==> src/rtl/gmii_tx_pkg.sv <==
// Shared types and constants for the GMII frame transmitter.
// FCS-related constants are only consumed when GMII_TX_FCS_EN is defined.
package gmii_tx_pkg;

  typedef enum logic [2:0] {
    S_IDLE,
    S_PREAMBLE,
    S_SFD,
    S_DATA,
    S_PAD,
    S_FCS,
    S_DISCARD,
    S_IFG
  } state_t;

  localparam logic [7:0]  PREAMBLE_BYTE        = 8'h55;
  localparam logic [7:0]  SFD_BYTE             = 8'hD5;
  localparam logic [31:0] CRC32_POLY_REFLECTED = 32'hEDB88320;
  localparam logic [31:0] CRC32_INIT           = 32'hFFFFFFFF;

  typedef struct packed {
    logic       last;
    logic [7:0] data;
  } fifo_entry_t;

endpackage

==> src/rtl/gmii_frame_transmitter_crc32_byte.sv <==
// One-byte CRC-32 step (reflected, LSB first); state register lives in the parent.
// Built only when GMII_TX_FCS_EN is defined.
`ifdef GMII_TX_FCS_EN
module crc32_byte
  import gmii_tx_pkg::*;
(
  input  logic [31:0] i_crc,
  input  logic [7:0]  i_data,
  output logic [31:0] o_crc
);

  logic [31:0] w_c;

  always_comb begin
    w_c = i_crc ^ {24'h0, i_data};
    for (int i = 0; i < 8; i++) begin
      w_c = w_c[0] ? ((w_c >> 1) ^ CRC32_POLY_REFLECTED) : (w_c >> 1);
    end
    o_crc = w_c;
  end

endmodule
`endif

==> src/rtl/gmii_frame_transmitter.sv <==
// Drains whole frames from an egress byte FIFO onto a GMII TX port.
// Define GMII_TX_FCS_EN to add minimum-size padding and a CRC-32 FCS.
module gmii_frame_transmitter
  import gmii_tx_pkg::*;
#(
  parameter int PREAMBLE_BYTES  = 7,
`ifdef GMII_TX_FCS_EN
  parameter int MIN_FRAME_BYTES = 60,
`endif
  parameter int IFG_BYTES       = 12
) (
  input  logic       clock,
  input  logic       reset,
  input  logic [8:0] fifo_read_data,
  output logic       fifo_read_enable,
  input  logic       fifo_is_empty,
  input  logic       frame_available,
  output logic [7:0] gmii_tx_d,
  output logic       gmii_tx_en,
  output logic       gmii_tx_er,
  output logic       tx_busy,
  output logic       tx_frame_done,
  output logic       tx_underrun
);

  localparam logic [7:0] PRE_LAST = 8'(PREAMBLE_BYTES - 1);
  localparam logic [7:0] IFG_LAST = 8'(IFG_BYTES - 1);

  state_t      r_state;
  logic [7:0]  r_cnt;
  logic        r_rd_valid;
  logic [7:0]  r_tx_d;
  logic        r_tx_en;
  logic        r_tx_er;
  logic        r_done;
  logic        r_underrun;
  fifo_entry_t w_entry;
  logic        w_last;
  logic        w_start;
  logic        w_pop;

  assign w_entry = fifo_entry_t'(fifo_read_data);
  assign w_start = frame_available & ~fifo_is_empty;
  assign w_last  = r_rd_valid & w_entry.last;

`ifdef GMII_TX_FCS_EN
  localparam logic [10:0] MIN_CNT = 11'(MIN_FRAME_BYTES);

  logic [10:0] r_bytes;
  logic [10:0] w_bytes_nxt;
  logic [31:0] r_crc;
  logic [31:0] w_crc_nxt;
  logic [7:0]  w_crc_in;

  assign w_bytes_nxt = (r_bytes == 11'h7FF) ? r_bytes : r_bytes + 11'd1;
  assign w_crc_in    = (r_state == S_PAD) ? 8'h00 : w_entry.data;

  crc32_byte u_crc (
    .i_crc  (r_crc),
    .i_data (w_crc_in),
    .o_crc  (w_crc_nxt)
  );
`endif

  // Pop whenever the entry just read was not the frame's last one.
  always_comb begin
    w_pop = 1'b0;
    case (r_state)
      S_SFD:             w_pop = ~fifo_is_empty;
      S_DATA, S_DISCARD: w_pop = ~fifo_is_empty & ~w_last;
      default:           w_pop = 1'b0;
    endcase
  end

  assign fifo_read_enable = w_pop;
  assign tx_busy          = (r_state != S_IDLE);
  assign gmii_tx_d        = r_tx_d;
  assign gmii_tx_en       = r_tx_en;
  assign gmii_tx_er       = r_tx_er;
  assign tx_frame_done    = r_done;
  assign tx_underrun      = r_underrun;

  always_ff @(posedge clock or posedge reset) begin
    if (reset) begin
      r_state    <= S_IDLE;
      r_cnt      <= 8'd0;
      r_rd_valid <= 1'b0;
      r_tx_d     <= 8'h00;
      r_tx_en    <= 1'b0;
      r_tx_er    <= 1'b0;
      r_done     <= 1'b0;
      r_underrun <= 1'b0;
`ifdef GMII_TX_FCS_EN
      r_bytes    <= 11'd0;
      r_crc      <= CRC32_INIT;
`endif
    end else begin
      r_rd_valid <= w_pop;
      r_tx_er    <= 1'b0;
      r_done     <= 1'b0;
      r_underrun <= 1'b0;
      case (r_state)
        S_IDLE: begin
          r_tx_en <= 1'b0;
          r_tx_d  <= 8'h00;
          if (w_start) begin
            r_tx_en <= 1'b1;
            r_tx_d  <= PREAMBLE_BYTE;
            r_cnt   <= 8'd1;
            r_state <= S_PREAMBLE;
          end
        end
        S_PREAMBLE: begin
          r_tx_en <= 1'b1;
          r_tx_d  <= PREAMBLE_BYTE;
          r_cnt   <= r_cnt + 8'd1;
          if (r_cnt == PRE_LAST) r_state <= S_SFD;
        end
        S_SFD: begin
          r_tx_en <= 1'b1;
          r_tx_d  <= SFD_BYTE;
          r_state <= S_DATA;
`ifdef GMII_TX_FCS_EN
          r_bytes <= 11'd0;
          r_crc   <= CRC32_INIT;
`endif
        end
        S_DATA: begin
          r_tx_en <= 1'b1;
          r_cnt   <= 8'd0;
          if (r_rd_valid) begin
            r_tx_d <= w_entry.data;
`ifdef GMII_TX_FCS_EN
            r_bytes <= w_bytes_nxt;
            r_crc   <= w_crc_nxt;
            if (w_entry.last)
              r_state <= (w_bytes_nxt < MIN_CNT) ? S_PAD : S_FCS;
`else
            if (w_entry.last) begin
              r_done  <= 1'b1;
              r_state <= S_IFG;
            end
`endif
          end else begin
            // Nothing was popped last cycle: the FIFO ran dry mid-frame.
            r_tx_d     <= 8'h00;
            r_tx_er    <= 1'b1;
            r_underrun <= 1'b1;
            r_state    <= S_DISCARD;
          end
        end
`ifdef GMII_TX_FCS_EN
        S_PAD: begin
          r_tx_en <= 1'b1;
          r_tx_d  <= 8'h00;
          r_bytes <= w_bytes_nxt;
          r_crc   <= w_crc_nxt;
          if (w_bytes_nxt >= MIN_CNT) r_state <= S_FCS;
        end
        S_FCS: begin
          r_tx_en <= 1'b1;
          r_tx_d  <= ~r_crc[7:0];
          r_crc   <= {8'h00, r_crc[31:8]};
          r_cnt   <= r_cnt + 8'd1;
          if (r_cnt == 8'd3) begin
            r_done  <= 1'b1;
            r_cnt   <= 8'd0;
            r_state <= S_IFG;
          end
        end
`endif
        S_DISCARD: begin
          r_tx_en <= 1'b0;
          r_tx_d  <= 8'h00;
          r_cnt   <= 8'd0;
          if (w_last) r_state <= S_IFG;
        end
        S_IFG: begin
          r_tx_en <= 1'b0;
          r_tx_d  <= 8'h00;
          r_cnt   <= r_cnt + 8'd1;
          if (r_cnt == IFG_LAST) begin
            r_cnt   <= 8'd0;
            r_state <= S_IDLE;
          end
        end
        default: begin
          r_tx_en <= 1'b0;
          r_tx_d  <= 8'h00;
          r_state <= S_IDLE;
        end
      endcase
    end
  end

endmodule

==> config.mk <==
export PLATFORM = sky130hd
export DESIGN_NAME = gmii_frame_transmitter
export DESIGN_NICKNAME = d
export VERILOG_FILES = /design/src/rtl/gmii_tx_pkg.sv /design/src/rtl/gmii_frame_transmitter_crc32_byte.sv /design/src/rtl/gmii_frame_transmitter.sv
export SDC_FILE = /design/constraint.sdc
export NUM_CORES = 1
export LEC_CHECK = 0
export ABC_AREA = 0
export BUFFER_PORTS_ARGS = -buffer_cell sky130_fd_sc_hd__buf_2
export CELL_PAD_IN_SITES_DETAIL_PLACEMENT = 1
export CELL_PAD_IN_SITES_GLOBAL_PLACEMENT = 1
export CORE_UTILIZATION = 29
export CTS_CLUSTER_SIZE = 20
export DETAILED_ROUTE_END_ITERATION = 10
export PLACE_DENSITY_LB_ADDON = 0.25
export SETUP_SLACK_MARGIN = 0.4
export SYNTH_ARGS = -nofsm -noshare
export SYNTH_HDL_FRONTEND = slang
export SYNTH_SLANG_ARGS = --single-unit
==> constraint.sdc <==
create_clock -name clock -period 1.95 [get_ports clock]
set_input_delay 0.195 -clock clock [delete_from_list [all_inputs] [get_ports clock]]
set_output_delay 0.195 -clock clock [all_outputs]
set_load 0.05 [all_outputs]
### After elaboration in Yosys (flattened, before gate mapping)

Cells that the tools add are included.

| cells by class | value |
|---|---|
| add/sub/neg operators | 1 |
| eq/ne operators | 12 |
| mux-type cells | 21 |
| bitwise logic cells | 5 |
| reductions and logical operators | 7 |

Operators with widths:

| kind | number |
|---|---|
| $pmux 8 s4 | 2 |
| $mux 8 | 3 |
| $mux 3 | 6 |
| $pmux 3 s6 | 1 |
| $add 8x1->8 const B | 1 |
| $eq 8x3->1 const B | 1 |
| $eq 8x4->1 const B | 1 |
| $ne 2x2->1 const B | 4 |
| $mux 7 | 1 |
| $eq 3x2->1 const B | 2 |
| $eq 3x3->1 const B | 2 |
| $mux 1 | 6 |
| $reduce_and 5->1 | 1 |
| $pmux 1 s2 | 2 |
| $reduce_bool 4->1 | 1 |
| $and 1x1->1 | 3 |
| $eq 3x1->1 const B | 1 |
| $logic_not 3->1 | 1 |
| $ne 3x3->1 const B | 1 |
| $reduce_bool 3->1 | 1 |
| $reduce_or 3->1 | 1 |
| $not 1->1 | 2 |
| $reduce_and 2->1 | 1 |
| $reduce_or 2->1 | 1 |

| storage, ports and cells | value |
|---|---|
| flip-flop bits (word level) | 23 |
| input port bits | 13 |
| output and inout port bits | 14 |

### Logic depth before layout (Yosys ltp)

| depth | value |
|---|---|
| depth after elaboration | 4 |
| gate-level depth with buffers | 6 |

### Least setup slack after synthesis

OpenSTA, ideal clock, no wires.

| timing path | value |
|---|---|
| path kind | register to register |
| from | reg r_state[2] |
| to | reg r_rd_valid |
| setup time | 245 ps |
| arrival | 1929 ps |
| required time | 1705 ps |
| setup slack | -223 ps |
| cell stages (with the launch flop) | 6 |
| buffers on the path | 2 |
| clock period less this slack | 2173 ps |
| cells stage by stage | dfrtp_1 buf_6 buf_6 a31oi_1 a21oi_1 nor3_1 |

| between the ends | value |
|---|---|
| cells in the longest elaborated chain, start to end | 3 |

Ends and longest elaborated chain:

| what | line | RTL |
|---|---|---|
| start: declaration | gmii_frame_transmitter.sv:29 | `state_t r_state;` |
| start signal: assignment | gmii_frame_transmitter.sv:85 | `r_state <= S_IDLE;` |
| start signal: assignment | gmii_frame_transmitter.sv:110 | `r_state <= S_PREAMBLE;` |
| start signal: assignment | gmii_frame_transmitter.sv:117 | `if (r_cnt == PRE_LAST) r_state <= S_SFD;` |
| $eq 3x3->1 / $eq 3x2->1 (equally long branches) | gmii_frame_transmitter.sv:68 | `case (r_state)` |
| $reduce_or 2->1 (no line) | n/a |  |
| $pmux 1 s2 (*) | gmii_frame_transmitter.sv:68 |  |
| named net fifo_read_enable | gmii_frame_transmitter.sv:15 | `output logic fifo_read_enable,` |
| end signal: assignment | gmii_frame_transmitter.sv:98 | `r_rd_valid <= w_pop;` |
| end: declaration | gmii_frame_transmitter.sv:31 | `logic r_rd_valid;` |

Mark *: on every way through the listed nets, which the timed path passes. The rest lies on a longest branch.
A chain may end at the register's enable or synchronous reset.

### Worst setup path after layout

| timing path | value |
|---|---|
| from | reg r_cnt[5] |
| to | reg r_state[0] |

| between the ends | value |
|---|---|
| cells in the longest elaborated chain, start to end | 3 |

Ends and longest elaborated chain:

| what | line | RTL |
|---|---|---|
| start: declaration | gmii_frame_transmitter.sv:30 | `logic [7:0] r_cnt;` |
| start signal: assignment | gmii_frame_transmitter.sv:116 | `r_cnt <= r_cnt + 8'd1;` |
| start signal: assignment | gmii_frame_transmitter.sv:181 | `r_cnt <= r_cnt + 8'd1;` |
| $eq 8x4->1 / $eq 8x3->1 (equally long branches) | gmii_frame_transmitter.sv:182, gmii_frame_transmitter.sv:117 |  |
| $ne 2x2->1 (no line) | n/a |  |
| $reduce_and 5->1 (no line) (*) | n/a |  |
| end signal: assignment | gmii_frame_transmitter.sv:176 | `if (w_last) r_state <= S_IFG;` |
| end signal: assignment | gmii_frame_transmitter.sv:184 | `r_state <= S_IDLE;` |
| end signal: assignment | gmii_frame_transmitter.sv:190 | `r_state <= S_IDLE;` |

Mark *: on every way between the ends. The rest lies on a longest branch, timed or not.

==> flow_summary.html <==
<table>
<tr><th>Metric</th><th>Value</th></tr>
<tr><th colspan="2">Power and ir drop</th></tr>
<tr><td>Total leakage power</td><td>0.805 nW</td></tr>
<tr><td>Power after layout</td><td>between 2 and 2.5 mW</td></tr>
<tr><td>Highest ir drop seen on vdd</td><td>406 µV</td></tr>
<tr><td>Total power per unit cell area</td><td>1250 nW/µm²</td></tr>
<tr><th colspan="2">Synthesis</th></tr>
<tr><td>Post-synthesis cell type with the largest combined area</td><td>sky130_fd_sc_hd__dfrtp_1</td></tr>
<tr><td>Seq cells post-synth</td><td>23</td></tr>
<tr><td>Cell Area, Synth</td><td>1240 µm²</td></tr>
<tr><td>Cells taking the most area after synthesis</td><td>sky130_fd_sc_hd__dfrtp_1 (46%), sky130_fd_sc_hd__buf_6 (4.5%), sky130_fd_sc_hd__a21o_1 (3.0%)</td></tr>
<tr><td>Mean cell area of the mapped netlist</td><td>about 10 µm²</td></tr>
<tr><td>Share of synthesized area occupied by flip-flops and latches</td><td>46.4%</td></tr>
<tr><td>Count of different cell masters after synthesis</td><td>42</td></tr>
<tr><td>Synth Instances</td><td>124</td></tr>
<tr><td>Count of synthesis-stage warnings from yosys</td><td>0</td></tr>
<tr><td>Net Count, Synth</td><td>about 140</td></tr>
<tr><td>Share of async-settable or async-resettable flops after synthesis</td><td>100%</td></tr>
<tr><td>Most instantiated flip-flop cell in the synthesis netlist</td><td>sky130_fd_sc_hd__dfrtp_1</td></tr>
<tr><td>Post-synth top area share</td><td>a little under half</td></tr>
<tr><td>Number of enable-type register cells in the synthesized netlist</td><td>0</td></tr>
<tr><th colspan="2">Setup path</th></tr>
<tr><td>WP depth</td><td>4</td></tr>
<tr><td>Longest individual stage delay on the worst path</td><td>0.55 ns</td></tr>
<tr><td>CP Capture Point</td><td>r_state[0]$_DFFE_PP0P_</td></tr>
<tr><td>Kind of launch point of the worst setup path</td><td>flip-flop</td></tr>
<tr><td>Critical path data required time</td><td>approximately 2.1 ns</td></tr>
<tr><td>Type of element capturing the critical path</td><td>flip-flop</td></tr>
<tr><td>Sequence of cells on the critical path</td><td>or4_4 &gt; or3_4 &gt; a211oi_2 &gt; o221ai_2</td></tr>
<tr><td>Worst endpoint data arrival time</td><td>1.92 ns</td></tr>
<tr><td>Crit-path leading delay family</td><td>simple AND/OR/NAND/NOR gates</td></tr>
<tr><td>R2r startpoint</td><td>r_cnt[5]$_DFFE_PP0P_</td></tr>
<tr><td>Worst reg2reg path endpoint</td><td>r_state[0]$_DFFE_PP0P_</td></tr>
<tr><td>Cell type of the slowest stage on the worst timing path</td><td>sky130_fd_sc_hd__or4_4</td></tr>
<tr><td>Cell depth of the worst flop-to-flop path</td><td>4</td></tr>
<tr><td>Buffering stage count on the worst path with inverters included</td><td>0</td></tr>
<tr><td>Setup slack, reg-to-reg</td><td>0.17 ns</td></tr>
<tr><td>Critical Path Start</td><td>r_cnt[5]$_DFFE_PP0P_</td></tr>
<tr><td>Crit path kind</td><td>flip-flop to flip-flop</td></tr>
<tr><td>Crit-path max FO</td><td>4</td></tr>
<tr><th colspan="2">Clocking</th></tr>
<tr><td>Clock tree from TritonCTS</td><td>yes</td></tr>
<tr><td>TritonCTS sink count</td><td>23</td></tr>
<tr><td>Register clock-pin slew on the reported worst setup and hold paths</td><td>0.09 ns</td></tr>
<tr><td>H-Tree Level Count</td><td>1</td></tr>
<tr><td>CTS Root Cell</td><td>sky130_fd_sc_hd__clkbuf_8</td></tr>
<tr><td>Clock latency of the later-clocked register in the worst-skew pair</td><td>0.26 ns</td></tr>
<tr><td>Maximum count of clock buffers along a single path</td><td>2</td></tr>
<tr><td>Number of buffers inserted during clock tree synthesis</td><td>3</td></tr>
<tr><th colspan="2">Timing</th></tr>
<tr><td>Worst Skew</td><td>roughly 0.0028 ns</td></tr>
<tr><td>Final setup violating endpoints</td><td>0</td></tr>
<tr><td>Final count of pins violating max slew</td><td>0</td></tr>
<tr><td>Maximum clock frequency</td><td>0.562 GHz</td></tr>
<tr><td>Setup repair after global routing missed its margin</td><td>yes</td></tr>
<tr><td>Transition time at the pin with the least slew margin</td><td>0.471 ns</td></tr>
<tr><td>Final Critical Period</td><td>1.78 ns</td></tr>
<tr><td>Final critical-path share of the clock period</td><td>91.2%</td></tr>
<tr><td>Total negative slack</td><td>0 ns</td></tr>
<tr><td>Count of endpoints failing hold in the final timing report</td><td>0</td></tr>
<tr><td>Slew HR</td><td>68.4%</td></tr>
<tr><th colspan="2">Route</th></tr>
<tr><td>First-pass iteration count of the detailed router</td><td>4</td></tr>
<tr><td>DRC Markers</td><td>0</td></tr>
<tr><td>Vias after detailed routing</td><td>1110</td></tr>
<tr><td>1st-iter DRT viols</td><td>32</td></tr>
<tr><td>Number of nets with antenna violations after detailed routing</td><td>0</td></tr>
<tr><td>Average wire per cell in the routed design</td><td>16.8 µm</td></tr>
<tr><td>Total length of routed wires</td><td>3.51 mm</td></tr>
<tr><td>Vias per inst</td><td>5.31</td></tr>
<tr><th colspan="2">GRT</th></tr>
<tr><td>GRT Residual Overflow</td><td>0</td></tr>
<tr><td>Vias in the first global route</td><td>1134</td></tr>
<tr><td>Number of antenna violations at the first check in global routing</td><td>0</td></tr>
<tr><td>Maximum number of pins on one net before global-route repair</td><td>24</td></tr>
<tr><td>First-pass GRT wire length</td><td>5.66 mm</td></tr>
<tr><td>Combined global-route utilization of all metal layers</td><td>17.0%</td></tr>
<tr><th colspan="2">Status</th></tr>
<tr><td>Run status</td><td>finished clean</td></tr>
<tr><th colspan="2">Final layout</th></tr>
<tr><td>Utilization after layout</td><td>40.3%</td></tr>
<tr><td>Synthesis-to-layout area growth</td><td>31.8%</td></tr>
<tr><td>Net total in the final layout</td><td>175</td></tr>
<tr><td>Non-filler instance count after layout</td><td>209</td></tr>
<tr><td>Fraction of layout cells with a size suffix above 1</td><td>between 40% and 50%</td></tr>
<tr><td>Ant. Diodes</td><td>0</td></tr>
<tr><th colspan="2">Floorplan</th></tr>
<tr><td>Die outline area</td><td>4540 µm²</td></tr>
<tr><td>Placeable core region</td><td>4060 µm²</td></tr>
<tr><td>Std-Cell Rows</td><td>23</td></tr>
<tr><td>Width of the chip</td><td>67.4 µm</td></tr>
<tr><td>IO Count</td><td>27</td></tr>
<tr><td>Die height</td><td>67.4 µm</td></tr>
<tr><td>Effective utilization at floorplan</td><td>30.6%</td></tr>
<tr><th colspan="2">Hold path</th></tr>
<tr><td>Type of the tightest min-delay check</td><td>input port to flip-flop</td></tr>
<tr><th colspan="2">Place</th></tr>
<tr><td>I/O Buffers</td><td>26</td></tr>
<tr><td>Cell total after placement</td><td>197</td></tr>
<tr><td>DPL Wire Length</td><td>2.26 mm</td></tr>
<tr><td>Routability-driven placement congestion ratio</td><td>around 0.73</td></tr>
<tr><th colspan="2">Flow run</th></tr>
<tr><td>Number of maximum-capacitance constraint violations</td><td>0</td></tr>
</table>
## cell type report
cell class | instances | area [µm²]
fillers | 477 | 2420
multi-input cells | 88 | 653
flip-flops and latches | 23 | 581
repair buffers | 38 | 268
well taps | 50 | 62.6
clock buffers | 3 | 41.3
inverters | 6 | 23.8
clock inverters | 1 | 5.00
## state kept, by name, summed over array words and instances, names as in the netlist
| register | flops |
|---|---|
| gmii_tx_d | 8 |
| r_cnt | 8 |
| r_state | 3 |
| gmii_tx_en | 1 |
| r_rd_valid | 1 |
| tx_frame_done | 1 |
| tx_underrun | 1 |
## logic make-up (layout without fill, tap and decap cells)
kind of cell	count (synthesis)	in the layout	share of synthesized area, %
AO/OA/AOI/OAI	39	39	22.9
XOR/XNOR	1	1	0.706
adder cells (fa/ha/maj)	3	3	2.83
buffers and inverters	13	48	7.26
flip-flops	23	23	46.4
AND/OR/NAND/NOR	45	45	19.9
## where the power goes
group | switching [mW] | internal (mW) | total (mW)
clock network | 0.164 | 0.143 | 0.306
registers | 0.167 | 0.579 | 0.746
logic | 0.595 | 0.399 | 0.994
## per-stage QoR
stage	setup WS, ns	cell area (µm²)	hold slack (ns)
final	0.171	1630	0.129
after global routing	0.0823	1630	0.134
after CTS	0.194	1600	0.123
after detailed placement	0.121	1430	0.263
after global placement	0.147	1430	0.254
after floorplan	0.189	1270	0.197
## cells in the final DEF (no fill, tap or decap), types with 2 or more instances in the layout
cell type	n
sky130_fd_sc_hd__a211oi_1	3
sky130_fd_sc_hd__clkbuf_8	3
sky130_fd_sc_hd__buf_6	2
sky130_fd_sc_hd__and2_1	3
sky130_fd_sc_hd__o21ai_0	5
sky130_fd_sc_hd__nand2b_1	4
sky130_fd_sc_hd__inv_1	5
sky130_fd_sc_hd__buf_2	24
sky130_fd_sc_hd__dfrtp_1	21
sky130_fd_sc_hd__nand3_1	4
sky130_fd_sc_hd__a31oi_1	6
sky130_fd_sc_hd__or3_1	2
sky130_fd_sc_hd__a21o_1	5
sky130_fd_sc_hd__o21ai_1	2
sky130_fd_sc_hd__clkinv_2	2
sky130_fd_sc_hd__buf_4	8
sky130_fd_sc_hd__nand2_1	9
sky130_fd_sc_hd__a21oi_1	3
sky130_fd_sc_hd__o21ai_2	2
sky130_fd_sc_hd__nor2_1	5
sky130_fd_sc_hd__nor3_1	4
sky130_fd_sc_hd__a21oi_2	3
## synth_stat cells (3+ instances only)
cell	count
sky130_fd_sc_hd__nand2_1	10
sky130_fd_sc_hd__nand2b_1	4
sky130_fd_sc_hd__inv_1	5
sky130_fd_sc_hd__dfrtp_1	23
sky130_fd_sc_hd__and2_1	3
sky130_fd_sc_hd__nand3_1	5
sky130_fd_sc_hd__o21ai_0	6
sky130_fd_sc_hd__buf_6	5
sky130_fd_sc_hd__nor2_1	6
sky130_fd_sc_hd__a31oi_1	6
sky130_fd_sc_hd__a21oi_1	6
sky130_fd_sc_hd__nor3_1	6
sky130_fd_sc_hd__a211oi_1	3
sky130_fd_sc_hd__a21o_1	5
## layer usage
layer / vias up / global-route usage [%] / wire [µm] / part of all wire, %
met4: 0 / 6.91 / 25 / 0.71
li1: 525 / - / - / -
met1: 553 / 20.0 / 1500 / 43
met2: 30 / 30.6 / 1820 / 52
met5: - / 0 / 0 / 0
met3: 2 / 2.53 / 169 / 4.8
## worst min-delay path by stage
stage	slack [ns]	start	to	cells past startpoint
final	0.13	fifo_read_data[0]	gmii_tx_d[0]$_DFF_PP0_	2
after global routing	0.13	fifo_read_data[0]	gmii_tx_d[0]$_DFF_PP0_	2
after CTS	0.12	fifo_read_data[0]	gmii_tx_d[0]$_DFF_PP0_	2
after detailed placement	0.26	reset	gmii_tx_d[5]$_DFF_PP0_	3
after global placement	0.25	reset	gmii_tx_d[1]$_DFF_PP0_	3
after floorplan	0.20	reset	gmii_tx_d[0]$_DFF_PP0_	1
## timing repair
action | 4_1_cts | 5_1_grt
setup endpoints to repair | 20 | 20
buffers inserted | 5 | 1
gates resized for setup | 13 | 9
gates cloned | 1 | 0
pin swaps | 5 | 1
hold endpoints to repair | 23 | 0
hold buffers | 1 | 0
Power figures use the tool's default switching activity.
